**src/rtl/alarm_pkg.sv**
```systemverilog
// Shared types and constants for the alarm sequencer: state encodings,
// the BCD HH:MM time width and seconds-per-minute.
`timescale 1ns/1ps
package alarm_pkg;

  localparam int TIME_W      = 16;
  localparam int SEC_PER_MIN = 60;

  typedef enum logic [1:0] {
    ST_IDLE    = 2'b00,
    ST_ARMED   = 2'b01,
    ST_RINGING = 2'b10,
    ST_SNOOZE  = 2'b11
  } alarm_state_t;

endpackage

```
**src/rtl/alarm_match_detect.sv**
```systemverilog
// Detects the first cycle in which the current time equals the alarm setting.
// match_q resets high so the block never sees a rise straight out of reset.
`timescale 1ns/1ps
module alarm_match_detect
  import alarm_pkg::*;
(
  input  logic              clk,
  input  logic              rst,
  input  logic [TIME_W-1:0] cur_time,
  input  logic [TIME_W-1:0] alarm_time,
  output logic              match_rise
);

  logic match;
  logic match_q;

  assign match      = (cur_time == alarm_time);
  assign match_rise = match & ~match_q;

  always_ff @(posedge clk or posedge rst) begin
    if (rst) begin
      match_q <= 1'b1;
    end else begin
      match_q <= match;
    end
  end

endmodule

```
**src/rtl/alarm_sequencer.sv**
```systemverilog
// Alarm ring / snooze / dismiss / auto-timeout controller driven by a 1 Hz tick.
// Optional snooze limit per alarm event: define ALARM_SEQ_SNOOZE_LIMIT_EN.
`timescale 1ns/1ps
module alarm_sequencer
  import alarm_pkg::*;
#(
  parameter int SNOOZE_MINUTES   = 9,
  parameter int RING_TIMEOUT_SEC = 300,
  parameter int MAX_SNOOZE       = 3
) (
  input  logic              i_Clk,
  input  logic              i_Reset,
  input  logic              i_Sec_Pulse,
  input  logic [TIME_W-1:0] i_Time,
  input  logic [TIME_W-1:0] i_Alarm_Time,
  input  logic              i_Alarm_Enable,
  input  logic              i_Snooze,
  input  logic              i_Dismiss,
  output logic              o_Alarm_On,
  output logic              o_Snoozing,
  output logic [1:0]        o_State
);

  localparam int SNZ_LOAD = SNOOZE_MINUTES * SEC_PER_MIN;
  localparam int SNZ_W    = $clog2(SNZ_LOAD + 1);
  localparam int RING_W   = $clog2(RING_TIMEOUT_SEC + 1);

  localparam logic [SNZ_W-1:0]  SNZ_LOAD_V = SNZ_W'(SNZ_LOAD);
  localparam logic [SNZ_W-1:0]  SNZ_ONE    = SNZ_W'(1);
  localparam logic [RING_W-1:0] RING_LAST  = RING_W'(RING_TIMEOUT_SEC - 1);

  alarm_state_t      state;
  alarm_state_t      next_state;
  logic              match_rise;
  logic [RING_W-1:0] ring_cnt;
  logic [SNZ_W-1:0]  snz_cnt;
  logic              ring_clr;
  logic              ring_inc;
  logic              snz_load;
  logic              snz_dec;
  logic              snooze_ok;

  alarm_match_detect u_match (
    .clk        (i_Clk),
    .rst        (i_Reset),
    .cur_time   (i_Time),
    .alarm_time (i_Alarm_Time),
    .match_rise (match_rise)
  );

`ifdef ALARM_SEQ_SNOOZE_LIMIT_EN
  localparam int CNT_W = $clog2(MAX_SNOOZE + 1);

  logic [CNT_W-1:0] snooze_num;

  assign snooze_ok = (snooze_num < CNT_W'(MAX_SNOOZE));

  // Snoozes taken in the current alarm event; a new event starts from ARMED.
  always_ff @(posedge i_Clk or posedge i_Reset) begin
    if (i_Reset) begin
      snooze_num <= '0;
    end else if (next_state == ST_IDLE || next_state == ST_ARMED) begin
      snooze_num <= '0;
    end else if (snz_load) begin
      snooze_num <= snooze_num + CNT_W'(1);
    end
  end
`else
  assign snooze_ok = 1'b1;
`endif

  always_ff @(posedge i_Clk or posedge i_Reset) begin
    if (i_Reset) begin
      state <= ST_IDLE;
    end else begin
      state <= next_state;
    end
  end

  // Disable wins over everything; user pulses outrank the second tick.
  always_comb begin
    next_state = state;
    ring_clr   = 1'b0;
    ring_inc   = 1'b0;
    snz_load   = 1'b0;
    snz_dec    = 1'b0;
    if (!i_Alarm_Enable) begin
      next_state = ST_IDLE;
    end else begin
      case (state)
        ST_IDLE: next_state = ST_ARMED;
        ST_ARMED: begin
          if (match_rise) begin
            next_state = ST_RINGING;
            ring_clr   = 1'b1;
          end
        end
        ST_RINGING: begin
          if (i_Dismiss) begin
            next_state = ST_ARMED;
          end else if (i_Snooze && snooze_ok) begin
            next_state = ST_SNOOZE;
            snz_load   = 1'b1;
          end else if (i_Sec_Pulse) begin
            if (ring_cnt == RING_LAST) begin
              next_state = ST_ARMED;
            end else begin
              ring_inc = 1'b1;
            end
          end
        end
        ST_SNOOZE: begin
          if (i_Dismiss) begin
            next_state = ST_ARMED;
          end else if (i_Sec_Pulse) begin
            if (snz_cnt == SNZ_ONE) begin
              next_state = ST_RINGING;
              ring_clr   = 1'b1;
            end else begin
              snz_dec = 1'b1;
            end
          end
        end
        default: next_state = ST_IDLE;
      endcase
    end
  end

  always_ff @(posedge i_Clk or posedge i_Reset) begin
    if (i_Reset) begin
      ring_cnt <= '0;
      snz_cnt  <= '0;
    end else begin
      if (ring_clr) begin
        ring_cnt <= '0;
      end else if (ring_inc) begin
        ring_cnt <= ring_cnt + RING_W'(1);
      end
      if (snz_load) begin
        snz_cnt <= SNZ_LOAD_V;
      end else if (snz_dec) begin
        snz_cnt <= snz_cnt - SNZ_ONE;
      end
    end
  end

  assign o_Alarm_On = (state == ST_RINGING);
  assign o_Snoozing = (state == ST_SNOOZE);
  assign o_State    = state;

endmodule

```
**config.mk**
```make
export PLATFORM = sky130hd
export DESIGN_NAME = alarm_sequencer
export DESIGN_NICKNAME = d
export VERILOG_FILES = /design/src/rtl/alarm_pkg.sv /design/src/rtl/alarm_match_detect.sv /design/src/rtl/alarm_sequencer.sv
export SDC_FILE = /design/constraint.sdc
export NUM_CORES = 1
export LEC_CHECK = 0
export ABC_AREA = 1
export ABC_CLOCK_PERIOD_IN_PS = 3700
export CORE_MARGIN = 4
export CORE_UTILIZATION = 35
export DETAILED_ROUTE_END_ITERATION = 10
export PLACE_DENSITY = 0.58
export SYNTH_ARGS = -nofsm -noshare
export SYNTH_HDL_FRONTEND = slang
export SYNTH_SLANG_ARGS = --single-unit
export TNS_END_PERCENT = 5
```
**constraint.sdc**
```tcl
create_clock -name i_Clk -period 3.7 [get_ports i_Clk]
set_clock_uncertainty 0.2 [all_clocks]
set_input_delay 0.37 -clock i_Clk [delete_from_list [all_inputs] [get_ports i_Clk]]
set_output_delay 0.37 -clock i_Clk [all_outputs]
set_load 0.05 [all_outputs]
```
# Word-level counts from Yosys, hierarchy flattened

Index checks and enable logic that the tools add are counted.

Flip-flop bits (word level): 22
Input port bits: 38

Mux-type cells: 35
Reductions and logical operators: 4
Equality and inequality tests: 11
Bitwise operators: 2
Add/sub/neg operators: 2

Operator list:

| cell                                                 | count |
|---|---|
| two-way mux 1 bit                                    | 20 |
| two-way mux 10 bit                                   | 2 |
| two-way mux 2 bit                                    | 9 |
| two-way mux 9 bit                                    | 2 |
| equality test 16 bit                                 | 1 |
| equality test 10 x 1 -> 1 bit, second input constant | 1 |
| subtractor 10 x 1 -> 10 bit, second input constant   | 1 |
| adder 9 x 1 -> 9 bit, second input constant          | 1 |
| equality test 9 bit, second input constant           | 1 |
| case mux 2 bit (4 select lines)                      | 1 |
| != test 5 x 4 -> 1 bit, second input constant        | 1 |
| != test 5 bit, second input constant                 | 1 |
| AND reduction 5 bit                                  | 1 |
| equality test 2 bit, second input constant           | 2 |
| != test 4 x 3 -> 1 bit, second input constant        | 1 |
| != test 4 bit, second input constant                 | 1 |
| nonzero test 2 bit                                   | 2 |
| != test 3 bit, second input constant                 | 1 |
| equality test 2 x 1 -> 1 bit, second input constant  | 1 |
| logical NOT 2 bit                                    | 1 |
| case mux 1 bit (2 select lines)                      | 1 |
| AND 1 bit                                            | 1 |
| inverter 1 bit                                       | 1 |

# Logic depth before layout (Yosys ltp)

Gate-level depths: netlist of run 1.

Depth in word-level cells: 9
Gate-level depth with buffers: 13
Depth with buffers taken out: 13

# Cells and area by module

A second synthesis of run 1 with hierarchy kept.

Cells, all modules: 300
Area, all modules: 1853.0 sq um

Modules (own cells, without submodules):

| module             | cells an instance | instances | area an instance (sq um) |
|---|---|---|---|
| alarm_sequencer    | 206               | 1         | 1475.2 |
| alarm_match_detect | 94                | 1         | 377.9 |

# Worst setup path before layout of run 1

No wires, ideal clock.

Path type: register to register
From: register state[1] (netlist: o_State[1])
To: register snz_cnt[9]
Arrival time: 1.860 ns
Library setup time: 0.127 ns
Data required time: 3.373 ns
Period minus slack after synthesis: 2.187 ns
Path slack: 1.513 ns
Stages on the path, launching flop included: 10
Path through: dfrtp_1 inv_2 nor2_4 nand2_4 nor3_4 inv_2 nand2_4 nand3_4 o21ai_1 nand3_1

Longest elaborated chain between the ends: 4

RTL lines:

| what                                                     | RTL line               | source |
|---|---|---|
| from (decl)                                              | alarm_sequencer.sv:32  | `alarm_state_t state;` |
| from (signal assigned)                                   | alarm_sequencer.sv:76  | `state <= next_state;` |
| equality test 2 bit (*)                                  | -                      |  |
| named net o_Alarm_On                                     | alarm_sequencer.sv:19  | `output logic o_Alarm_On,` |
| two-way mux 1 bit (*)                                    | alarm_sequencer.sv:90  | `case (state)` |
| two-way mux 1 bit (*)                                    | alarm_sequencer.sv:87  | `if (!i_Alarm_Enable) begin` |
| two-way mux 10 bit or nonzero test 2 bit (tied branches) | -                      |  |
| to (signal assigned)                                     | alarm_sequencer.sv:142 | `snz_cnt <= snz_cnt - SNZ_ONE;` |
| to (decl)                                                | alarm_sequencer.sv:36  | `logic [SNZ_W-1:0] snz_cnt;` |

The timed path passes the listed nets; every way through them passes the cells marked *.
A chain may end at the register's enable or synchronous reset.

# Worst setup path in the final report of run 1

From: register state[0] (netlist: o_State[0])
To: output port o_Snoozing

Longest elaborated chain between the ends: 1

RTL lines:

| what                | RTL line               | source |
|---|---|---|
| equality test 2 bit | alarm_sequencer.sv:148 | `assign o_Snoozing = (state == ST_SNOOZE);` |
| to (decl)           | alarm_sequencer.sv:20  | `output logic o_Snoozing,` |

No other way between the ends.

==> flow_results.xml, run 1 <==
<?xml version="1.0" encoding="UTF-8"?>
<metrics>
  <group name="outcome">
    <metric name="outcome" unit="">complete, no violations</metric>
  </group>
  <group name="critical_path">
    <metric name="worst_reg2reg_path_startpoint" unit="">ring_cnt[0]$_DFFE_PP0P_</metric>
    <metric name="reg2reg_to" unit="">o_State[1]$_DFFE_PP0P_</metric>
    <metric name="cp_data_required_time" unit="ns">3.13</metric>
    <metric name="critical_path.max_stage_delay" unit="ns">0.80</metric>
    <metric name="worst-path-max-fanout" unit="">7</metric>
    <metric name="worstPathCellList" unit="">nand2_1 -&gt; inv_1 -&gt; clkdlybuf4s50_1</metric>
    <metric name="arrival" unit="ns">1.78</metric>
    <metric name="startpoint_type" unit="">flip-flop</metric>
    <metric name="reg2regPathDepth" unit="">8</metric>
    <metric name="timing.critical_path.to_type" unit="">output pin</metric>
    <metric name="setup.reg_to_reg.worst_slack" unit="ns">1.70</metric>
    <metric name="worst-setup-path-type" unit="">reg2out</metric>
    <metric name="cp_slowest_cell" unit="">sky130_fd_sc_hd__clkdlybuf4s50_1</metric>
  </group>
  <group name="die">
    <metric name="die_h" unit="µm">76.9</metric>
    <metric name="die_area" unit="mm²">0.00592</metric>
    <metric name="initial_core_util" unit="%">37.2</metric>
    <metric name="design.core.area" unit="mm²">0.00447</metric>
    <metric name="pin_count" unit="">42</metric>
    <metric name="rows" unit="">24</metric>
    <metric name="die_w" unit="µm">76.9</metric>
  </group>
  <group name="cells_and_area">
    <metric name="most_common_library_cell_in_the_layout_ignoring_fill_and_taps" unit="">sky130_fd_sc_hd__nand2_1</metric>
    <metric name="layout-drive-gt1-share" unit="%">6.08</metric>
    <metric name="multi_input_comb_area" unit="µm²">931</metric>
    <metric name="layout.filler_cells" unit="">447</metric>
    <metric name="insertedDiodeCount" unit="">0</metric>
    <metric name="final_core_utilization" unit="%">49.4</metric>
    <metric name="most-common-layout-cells" unit="">sky130_fd_sc_hd__nand2_1, sky130_fd_sc_hd__inv_1, sky130_fd_sc_hd__nor2_1</metric>
    <metric name="sequential_cell_area" unit="µm²">552</metric>
    <metric name="area_delta_synth_final" unit="%">32.9</metric>
    <metric name="design.final.nets" unit="">338</metric>
  </group>
  <group name="cts">
    <metric name="post-cts-setup-buffer-count" unit="">0</metric>
    <metric name="clk-insertion-delay-late" unit="ns">0.26</metric>
    <metric name="cts-root-to-sink-buffers" unit="">2</metric>
    <metric name="tritoncts" unit="">done</metric>
    <metric name="post_cts_resize_count" unit="">0</metric>
    <metric name="clkTransAtPathRegs" unit="ns">0.08</metric>
    <metric name="cts.hold.buffers_added" unit="">0</metric>
    <metric name="cts_sinks" unit="">22</metric>
    <metric name="cts-root-buf" unit="">sky130_fd_sc_hd__clkbuf_8</metric>
    <metric name="cts_buffers" unit="">3</metric>
    <metric name="cts-htree-levels" unit="">1</metric>
  </group>
  <group name="sta">
    <metric name="hold_violations" unit="">0</metric>
    <metric name="totalNegativeSetupSlack" unit="ns">0</metric>
    <metric name="maxSlewViolCount" unit="">0</metric>
    <metric name="layout_setup_ws" unit="ns">1.35</metric>
    <metric name="setup_repair_after_global_routing_missed_its_margin" unit="">no</metric>
    <metric name="final.min_clock_period" unit="ns">2.35</metric>
    <metric name="timing_worst_slew_pin_value" unit="ns">0.870</metric>
    <metric name="max_slew_margin" unit="%">41.9</metric>
    <metric name="achievable-frequency" unit="MHz">426</metric>
    <metric name="finalCritPeriodShare" unit="%">63.4</metric>
    <metric name="setup_viol" unit="">0</metric>
  </group>
  <group name="power_and_ir_drop">
    <metric name="switching_share" unit="%">40.5</metric>
    <metric name="leakage" unit="nW">1.09</metric>
    <metric name="total_switching_power" unit="W">0.000428</metric>
    <metric name="p_int" unit="W">0.000629</metric>
    <metric name="powerDensity" unit="mW/mm²">478</metric>
    <metric name="comb_power_share" unit="%">41.7</metric>
    <metric name="peakVddDrop" unit="mV">0.311</metric>
    <metric name="relative_contribution_of_sequential_cells_to_total_power" unit="%">37.2</metric>
    <metric name="power.share.clock" unit="%">21.1</metric>
    <metric name="totalPowerFinal" unit="W">0.00106</metric>
  </group>
  <group name="synthesis">
    <metric name="netlist_instances" unit="">251</metric>
    <metric name="synth_cell_type_count" unit="">31</metric>
    <metric name="postSynthAreaPerCell" unit="µm²">6.62</metric>
    <metric name="postSynthNetCount" unit="">292</metric>
    <metric name="synth_area_leader_cell" unit="">sky130_fd_sc_hd__dfrtp_1</metric>
    <metric name="flop_and_latch_count_out_of_synthesis" unit="">22</metric>
    <metric name="synth.yosys.seq_area_share" unit="%">33.2</metric>
    <metric name="synth_top_area_share" unit="%">31.6</metric>
    <metric name="ys_top_cells_by_area" unit="">sky130_fd_sc_hd__dfrtp_1, sky130_fd_sc_hd__nand2_1, sky130_fd_sc_hd__inv_1</metric>
    <metric name="yosys_warnings" unit="">0</metric>
    <metric name="syn_area" unit="mm²">0.00166</metric>
  </group>
  <group name="route">
    <metric name="drt_first_pass_iters" unit="">4</metric>
    <metric name="drtIter0Drc" unit="">65</metric>
    <metric name="post_drt_wl_per_cell" unit="µm">11.0</metric>
    <metric name="drc" unit="">0</metric>
    <metric name="vias" unit="">1651</metric>
    <metric name="totalWireLength" unit="µm">3840</metric>
    <metric name="routed_via_density" unit="">4.74</metric>
    <metric name="final_antenna_net_count" unit="">0</metric>
  </group>
  <group name="global_route">
    <metric name="antenna_found_initial" unit="">0</metric>
    <metric name="grt.total_usage" unit="%">13.8</metric>
    <metric name="first_pass_grt_wire_length" unit="µm">6740</metric>
    <metric name="globalRouteOverflowTotal" unit="">0</metric>
    <metric name="via_count_of_the_first_global_routing_pass" unit="">1541</metric>
    <metric name="grt_start_max_net_pins" unit="">23</metric>
  </group>
  <group name="min_path">
    <metric name="whs_path_depth" unit="">1</metric>
    <metric name="holdPathEnd" unit="">snz_cnt[4]$_DFFE_PP0P_</metric>
    <metric name="worst_hold_startpoint" unit="">snz_cnt[4]$_DFFE_PP0P_</metric>
    <metric name="hp-class" unit="">reg2reg</metric>
  </group>
  <group name="place">
    <metric name="hpwlAfterDp" unit="µm">3110</metric>
    <metric name="routabilityCongestion" unit="">0.836</metric>
    <metric name="pre_cts_ws" unit="ns">1.37</metric>
    <metric name="port-buffer-count" unit="">41</metric>
  </group>
  <group name="flow_run">
    <metric name="max-cap-violations" unit="">0</metric>
  </group>
</metrics>
[layer usage]
layer  share of wire (%)  vias up  GRT usage [%]
met5                   0        -              0
met4                0.70        0           2.72
met3                 6.3        2           3.75
met2                  47       50           23.3
met1                  46      726           17.6
li1                    -      873              -
[state kept, by name (all words and copies together), names as in the netlist]
register	cells
snz_cnt	10
u_match.match_q	1
ring_cnt	9
o_State	2
[power by group through the flow]
stage | clock network (W) | registers, W | logic [W]
final | 0.000223 | 0.000393 | 0.000441
after global routing | 0.000242 | 0.000405 | 0.000503
after CTS | 0.000232 | 0.000391 | 0.000444
after detailed placement | 0 | 0.000396 | 0.000441
after global placement | 0 | 0.000396 | 0.000439
after floorplan | 0 | 0.000410 | 0.000280
[cell usage after synthesis]
library cell               count
sky130_fd_sc_hd__nand3_2       1
sky130_fd_sc_hd__dfstp_2       1
sky130_fd_sc_hd__inv_1        45
sky130_fd_sc_hd__o21a_1        1
sky130_fd_sc_hd__nand3b_1      1
sky130_fd_sc_hd__clkinv_1      1
sky130_fd_sc_hd__nor3_1        8
sky130_fd_sc_hd__nor4_1        1
sky130_fd_sc_hd__nor2_1       42
sky130_fd_sc_hd__nand3_4       2
sky130_fd_sc_hd__ha_1          3
sky130_fd_sc_hd__a21oi_1      11
sky130_fd_sc_hd__o21ai_1       4
sky130_fd_sc_hd__nand2_2       1
sky130_fd_sc_hd__nand4_1       6
sky130_fd_sc_hd__nor2_2        1
sky130_fd_sc_hd__nor2_4        2
sky130_fd_sc_hd__nand3_1      13
sky130_fd_sc_hd__a21boi_1      1
sky130_fd_sc_hd__xor2_1        6
sky130_fd_sc_hd__inv_2         2
sky130_fd_sc_hd__xnor2_1       4
sky130_fd_sc_hd__nand2_1      61
sky130_fd_sc_hd__a31oi_1       1
sky130_fd_sc_hd__nor3_4        1
sky130_fd_sc_hd__o21ai_0       5
sky130_fd_sc_hd__a22oi_1       1
sky130_fd_sc_hd__dfrtp_1      21
sky130_fd_sc_hd__o21ai_2       1
sky130_fd_sc_hd__o22ai_1       1
sky130_fd_sc_hd__nand2_4       2
[worst max-delay path by stage]
stage	startpoint	end	slack, ns
2_1_floorplan	o_State[1]$_DFFE_PP0P_	snz_cnt[9]$_DFFE_PP0P_	1.51
3_3_place_gp	i_Alarm_Enable	snz_cnt[3]$_DFFE_PP0P_	1.40
6_report	o_State[0]$_DFFE_PP0P_	o_Snoozing	1.35
5_1_grt	o_State[0]$_DFFE_PP0P_	o_Snoozing	1.27
4_1_cts	o_State[0]$_DFFE_PP0P_	o_Snoozing	1.33
3_5_place_dp	i_Alarm_Enable	snz_cnt[3]$_DFFE_PP0P_	1.37
[cells by family (layout without fill, tap and decap cells)]
group / count (synthesis) / in the layout / synth area share, %
fa+ha+maj: 3 / 3 / 2.26
compound gates: 26 / 26 / 8.65
flops: 22 / 22 / 33.2
xor+xnor: 10 / 10 / 5.27
buf+inv: 48 / 93 / 10.8
simple gates: 142 / 142 / 39.8
[through the flow]
stage	cells	cell area, µm²	hold WS, ns
CTS	348	2210	0.325
detailed placement	344	2140	0.311
floorplan	251	1660	0.158
global placement	344	2140	0.311
global route	348	2210	0.358
finish	348	2210	0.329
[worst max-delay path, delay by kind of cell, from the launching register on]
family	cells	cell delay (ns)
DFF	1	0.50
buffers and inverters	2	0.87
and+or+nand+nor	1	0.14
[cell type report]
class / count / share of cell area (%)
Multi-Input combinational cell: 181 / 42.1
Sequential cell: 22 / 25.0
Timing Repair Buffer: 41 / 18.6
Inverter: 48 / 8.15
Tap cell: 52 / 2.94
Clock buffer: 3 / 1.87
Clock inverter: 1 / 1.36
Note: power is estimated with default switching activity, not from simulation.
==> run 2, diff against run 1 <==
--- a/config.mk
+++ b/config.mk
@@ -6,11 +6,11 @@
 export NUM_CORES = 1
 export LEC_CHECK = 0
 export ABC_AREA = 1
-export ABC_CLOCK_PERIOD_IN_PS = 3700
+export ABC_CLOCK_PERIOD_IN_PS = 2100
 export CORE_MARGIN = 4
 export CORE_UTILIZATION = 35
 export DETAILED_ROUTE_END_ITERATION = 10
-export PLACE_DENSITY = 0.58
+export PLACE_DENSITY = 0.61
 export SYNTH_ARGS = -nofsm -noshare
 export SYNTH_HDL_FRONTEND = slang
 export SYNTH_SLANG_ARGS = --single-unit
==> constraint.sdc (replaced) <==
create_clock -name i_Clk -period 2.1 [get_ports i_Clk]
set_clock_uncertainty 0.2 [all_clocks]
set_input_delay 0.21 -clock i_Clk [delete_from_list [all_inputs] [get_ports i_Clk]]
set_output_delay 0.21 -clock i_Clk [all_outputs]
set_load 0.05 [all_outputs]
==> run 2 against run 1 <==
Net effect:
- first-iteration DRC count fell by 35%
- hold slack got worse by 0.25 ns
- register-to-register slack got worse by 1.4 ns
- flip-flop and latch count did not move
- count of clock-buffer cells in the layout did not move
- design area rose by 3.1%
- critical endpoint is now o_State[1]
- die area did not move
- worst setup slack got worse by 1.2 ns
- utilization rose by 1.5 points
- total power rose by 78%
==> flow_results.xml, run 2 (same netlist as run 1, synthesis figures left out) <==
<?xml version="1.0" encoding="UTF-8"?>
<metrics>
  <group name="cells_and_area">
    <metric name="multi_input_comb_area" unit="µm²">931</metric>
    <metric name="layout-drive-gt1-share" unit="%">10.5</metric>
    <metric name="layout.filler_cells" unit="">452</metric>
    <metric name="insertedDiodeCount" unit="">0</metric>
    <metric name="post-route-cell-area" unit="mm²">0.00228</metric>
    <metric name="flip_flop_count_of_the_largest_register_after_layout" unit="">10</metric>
    <metric name="area_delta_synth_final" unit="%">37.0</metric>
    <metric name="final_core_utilization" unit="%">50.9</metric>
    <metric name="design.final.nets" unit="">348</metric>
    <metric name="top_register" unit="">snz_cnt</metric>
    <metric name="sequential_cell_area" unit="µm²">553</metric>
    <metric name="most-common-layout-cells" unit="">sky130_fd_sc_hd__nand2_1, sky130_fd_sc_hd__inv_1, sky130_fd_sc_hd__nor2_1</metric>
    <metric name="most_common_library_cell_in_the_layout_ignoring_fill_and_taps" unit="">sky130_fd_sc_hd__nand2_1</metric>
  </group>
  <group name="flow_run">
    <metric name="max-cap-violations" unit="">0</metric>
  </group>
  <group name="critical_path">
    <metric name="startpoint_type" unit="">flip-flop</metric>
    <metric name="cp_slowest_cell" unit="">sky130_fd_sc_hd__clkdlybuf4s50_1</metric>
    <metric name="reg2reg_to" unit="">ring_cnt[7]$_DFFE_PP0P_</metric>
    <metric name="reg2regPathDepth" unit="">9</metric>
    <metric name="worst_reg2reg_path_startpoint" unit="">ring_cnt[0]$_DFFE_PP0P_</metric>
    <metric name="setup.reg_to_reg.worst_slack" unit="ns">0.26</metric>
    <metric name="worst-setup-path-type" unit="">reg2out</metric>
    <metric name="critical_path.max_stage_delay" unit="ns">0.82</metric>
    <metric name="path_delay_family" unit="">buffers and inverters</metric>
    <metric name="cp_data_required_time" unit="ns">1.69</metric>
    <metric name="arrival" unit="ns">1.52</metric>
    <metric name="timing.critical_path.to_type" unit="">output pin</metric>
    <metric name="worst-path-max-fanout" unit="">6</metric>
    <metric name="worstPathCellList" unit="">clkdlybuf4s50_1</metric>
    <metric name="worst-path-buf-inv" unit="">1</metric>
  </group>
  <group name="route">
    <metric name="drtIter0Drc" unit="">42</metric>
    <metric name="drt_first_pass_iters" unit="">4</metric>
    <metric name="final_antenna_net_count" unit="">0</metric>
    <metric name="drc" unit="">0</metric>
    <metric name="routed_via_density" unit="">4.52</metric>
    <metric name="post_drt_wl_per_cell" unit="µm">10.8</metric>
    <metric name="vias" unit="">1618</metric>
    <metric name="totalWireLength" unit="µm">3860</metric>
  </group>
  <group name="sta">
    <metric name="setup_repair_after_global_routing_missed_its_margin" unit="">no</metric>
    <metric name="achievable-frequency" unit="MHz">519</metric>
    <metric name="max_slew_margin" unit="%">66.4</metric>
    <metric name="finalCritPeriodShare" unit="%">91.7</metric>
    <metric name="setup_viol" unit="">0</metric>
    <metric name="timing_worst_slew_pin_value" unit="ns">0.500</metric>
    <metric name="hold_violations" unit="">0</metric>
    <metric name="final.min_clock_period" unit="ns">1.93</metric>
    <metric name="maxSlewViolCount" unit="">0</metric>
    <metric name="totalNegativeSetupSlack" unit="ns">0</metric>
  </group>
  <group name="power_and_ir_drop">
    <metric name="powerDensity" unit="mW/mm²">826</metric>
    <metric name="peakVddDrop" unit="mV">0.473</metric>
    <metric name="comb_power_share" unit="%">42.8</metric>
    <metric name="switching_share" unit="%">40.3</metric>
    <metric name="power.share.clock" unit="%">21.3</metric>
    <metric name="leakage" unit="nW">1.14</metric>
    <metric name="totalPowerFinal" unit="W">0.00188</metric>
    <metric name="p_int" unit="W">0.00112</metric>
    <metric name="total_switching_power" unit="W">0.000758</metric>
    <metric name="relative_contribution_of_sequential_cells_to_total_power" unit="%">35.9</metric>
  </group>
  <group name="global_route">
    <metric name="via_count_of_the_first_global_routing_pass" unit="">1435</metric>
    <metric name="globalRouteOverflowTotal" unit="">0</metric>
    <metric name="grt.total_usage" unit="%">13.5</metric>
    <metric name="antenna_found_initial" unit="">0</metric>
    <metric name="first_pass_grt_wire_length" unit="µm">6490</metric>
    <metric name="grt_start_max_net_pins" unit="">23</metric>
  </group>
  <group name="outcome">
    <metric name="outcome" unit="">complete, no violations</metric>
  </group>
  <group name="die">
    <metric name="die_area" unit="mm²">0.00592</metric>
    <metric name="design.core.area" unit="mm²">0.00447</metric>
    <metric name="die_h" unit="µm">76.9</metric>
    <metric name="rows" unit="">24</metric>
    <metric name="initial_core_util" unit="%">37.2</metric>
    <metric name="die_w" unit="µm">76.9</metric>
    <metric name="pin_count" unit="">42</metric>
  </group>
  <group name="place">
    <metric name="routabilityCongestion" unit="">0.843</metric>
    <metric name="detailed_place.area" unit="mm²">0.00221</metric>
    <metric name="hpwlAfterDp" unit="µm">3140</metric>
    <metric name="port-buffer-count" unit="">41</metric>
  </group>
  <group name="cts">
    <metric name="cts-root-to-sink-buffers" unit="">2</metric>
    <metric name="cts.hold.buffers_added" unit="">0</metric>
    <metric name="post_cts_resize_count" unit="">0</metric>
    <metric name="cts-root-buf" unit="">sky130_fd_sc_hd__clkbuf_8</metric>
    <metric name="post-cts-setup-buffer-count" unit="">0</metric>
    <metric name="cts-htree-levels" unit="">1</metric>
    <metric name="clk-insertion-delay-late" unit="ns">0.27</metric>
    <metric name="cts_sinks" unit="">22</metric>
    <metric name="clkTransAtPathRegs" unit="ns">0.09</metric>
    <metric name="cts_buffers" unit="">3</metric>
    <metric name="tritoncts" unit="">done</metric>
  </group>
  <group name="min_path">
    <metric name="hp-class" unit="">in2async</metric>
  </group>
</metrics>
run 2: changes by cell type in the layout (fill, tap and decap cells not counted), sizes merged:
| cell | before | now |
|---|---|---|
| buf | 0 | 13 |
| clkdlybuf4s50 | 41 | 38 |
run 2: power by group through the flow:
stage | clock (W) | combinational [W] | sequential (W)
final | 0.000401 | 0.000804 | 0.000676
after global routing | 0.000437 | 0.000899 | 0.000699
after CTS | 0.000417 | 0.000811 | 0.000675
after detailed placement | 0 | 0.000804 | 0.000684
after global placement | 0 | 0.000798 | 0.000686
after floorplan | 0 | 0.000494 | 0.000724
run 2: worst max path at each step:
stage | from | to | slack (ns) | depth (start not counted)
6_report | o_State[1]$_DFFE_PP0P_ | o_State[1] | 0.17 | 1
5_1_grt | ring_cnt[0]$_DFFE_PP0P_ | ring_cnt[8]$_DFFE_PP0P_ | 0.10 | 9
4_1_cts | o_State[1]$_DFFE_PP0P_ | o_State[1] | 0.16 | 1
3_5_place_dp | i_Alarm_Time[7] | ring_cnt[1]$_DFFE_PP0P_ | 0.13 | 11
3_3_place_gp | i_Alarm_Time[7] | ring_cnt[1]$_DFFE_PP0P_ | 0.13 | 11
2_1_floorplan | o_State[0]$_DFFE_PP0P_ | snz_cnt[9]$_DFFE_PP0P_ | 0.001 | 8
run 2: through the flow:
| stage | instances | setup slack, ns | hold slack (ns) |
|---|---|---|---|
| 3_5_place_dp | 354 | 0.128 | 0.305 |
| 5_1_grt | 358 | 0.101 | 0.101 |
| 6_report | 358 | 0.175 | 0.0800 |
| 2_1_floorplan | 251 | 0.00143 | -0.00159 |
| 4_1_cts | 358 | 0.159 | 0.0780 |
| 3_3_place_gp | 354 | 0.131 | 0.296 |
run 2: layer usage:
metal / GRT usage, % / part of all wire [%] / vias up
li1: - / - / 899
met1: 18.1 / 49 / 688
met2: 21.4 / 46 / 27
met3: 3.51 / 4.2 / 4
met4: 3.80 / 0.93 / 0
met5: 0 / 0 / -
run 2: layout make-up:
type                    count  area share [%]
flip-flops and latches     22            24.3
well taps                  52            2.86
clock buffers               3            1.81
repair buffers             51            21.0
multi-input cells         181            40.9
clock inverters             1            1.32
inverters                  48            7.91
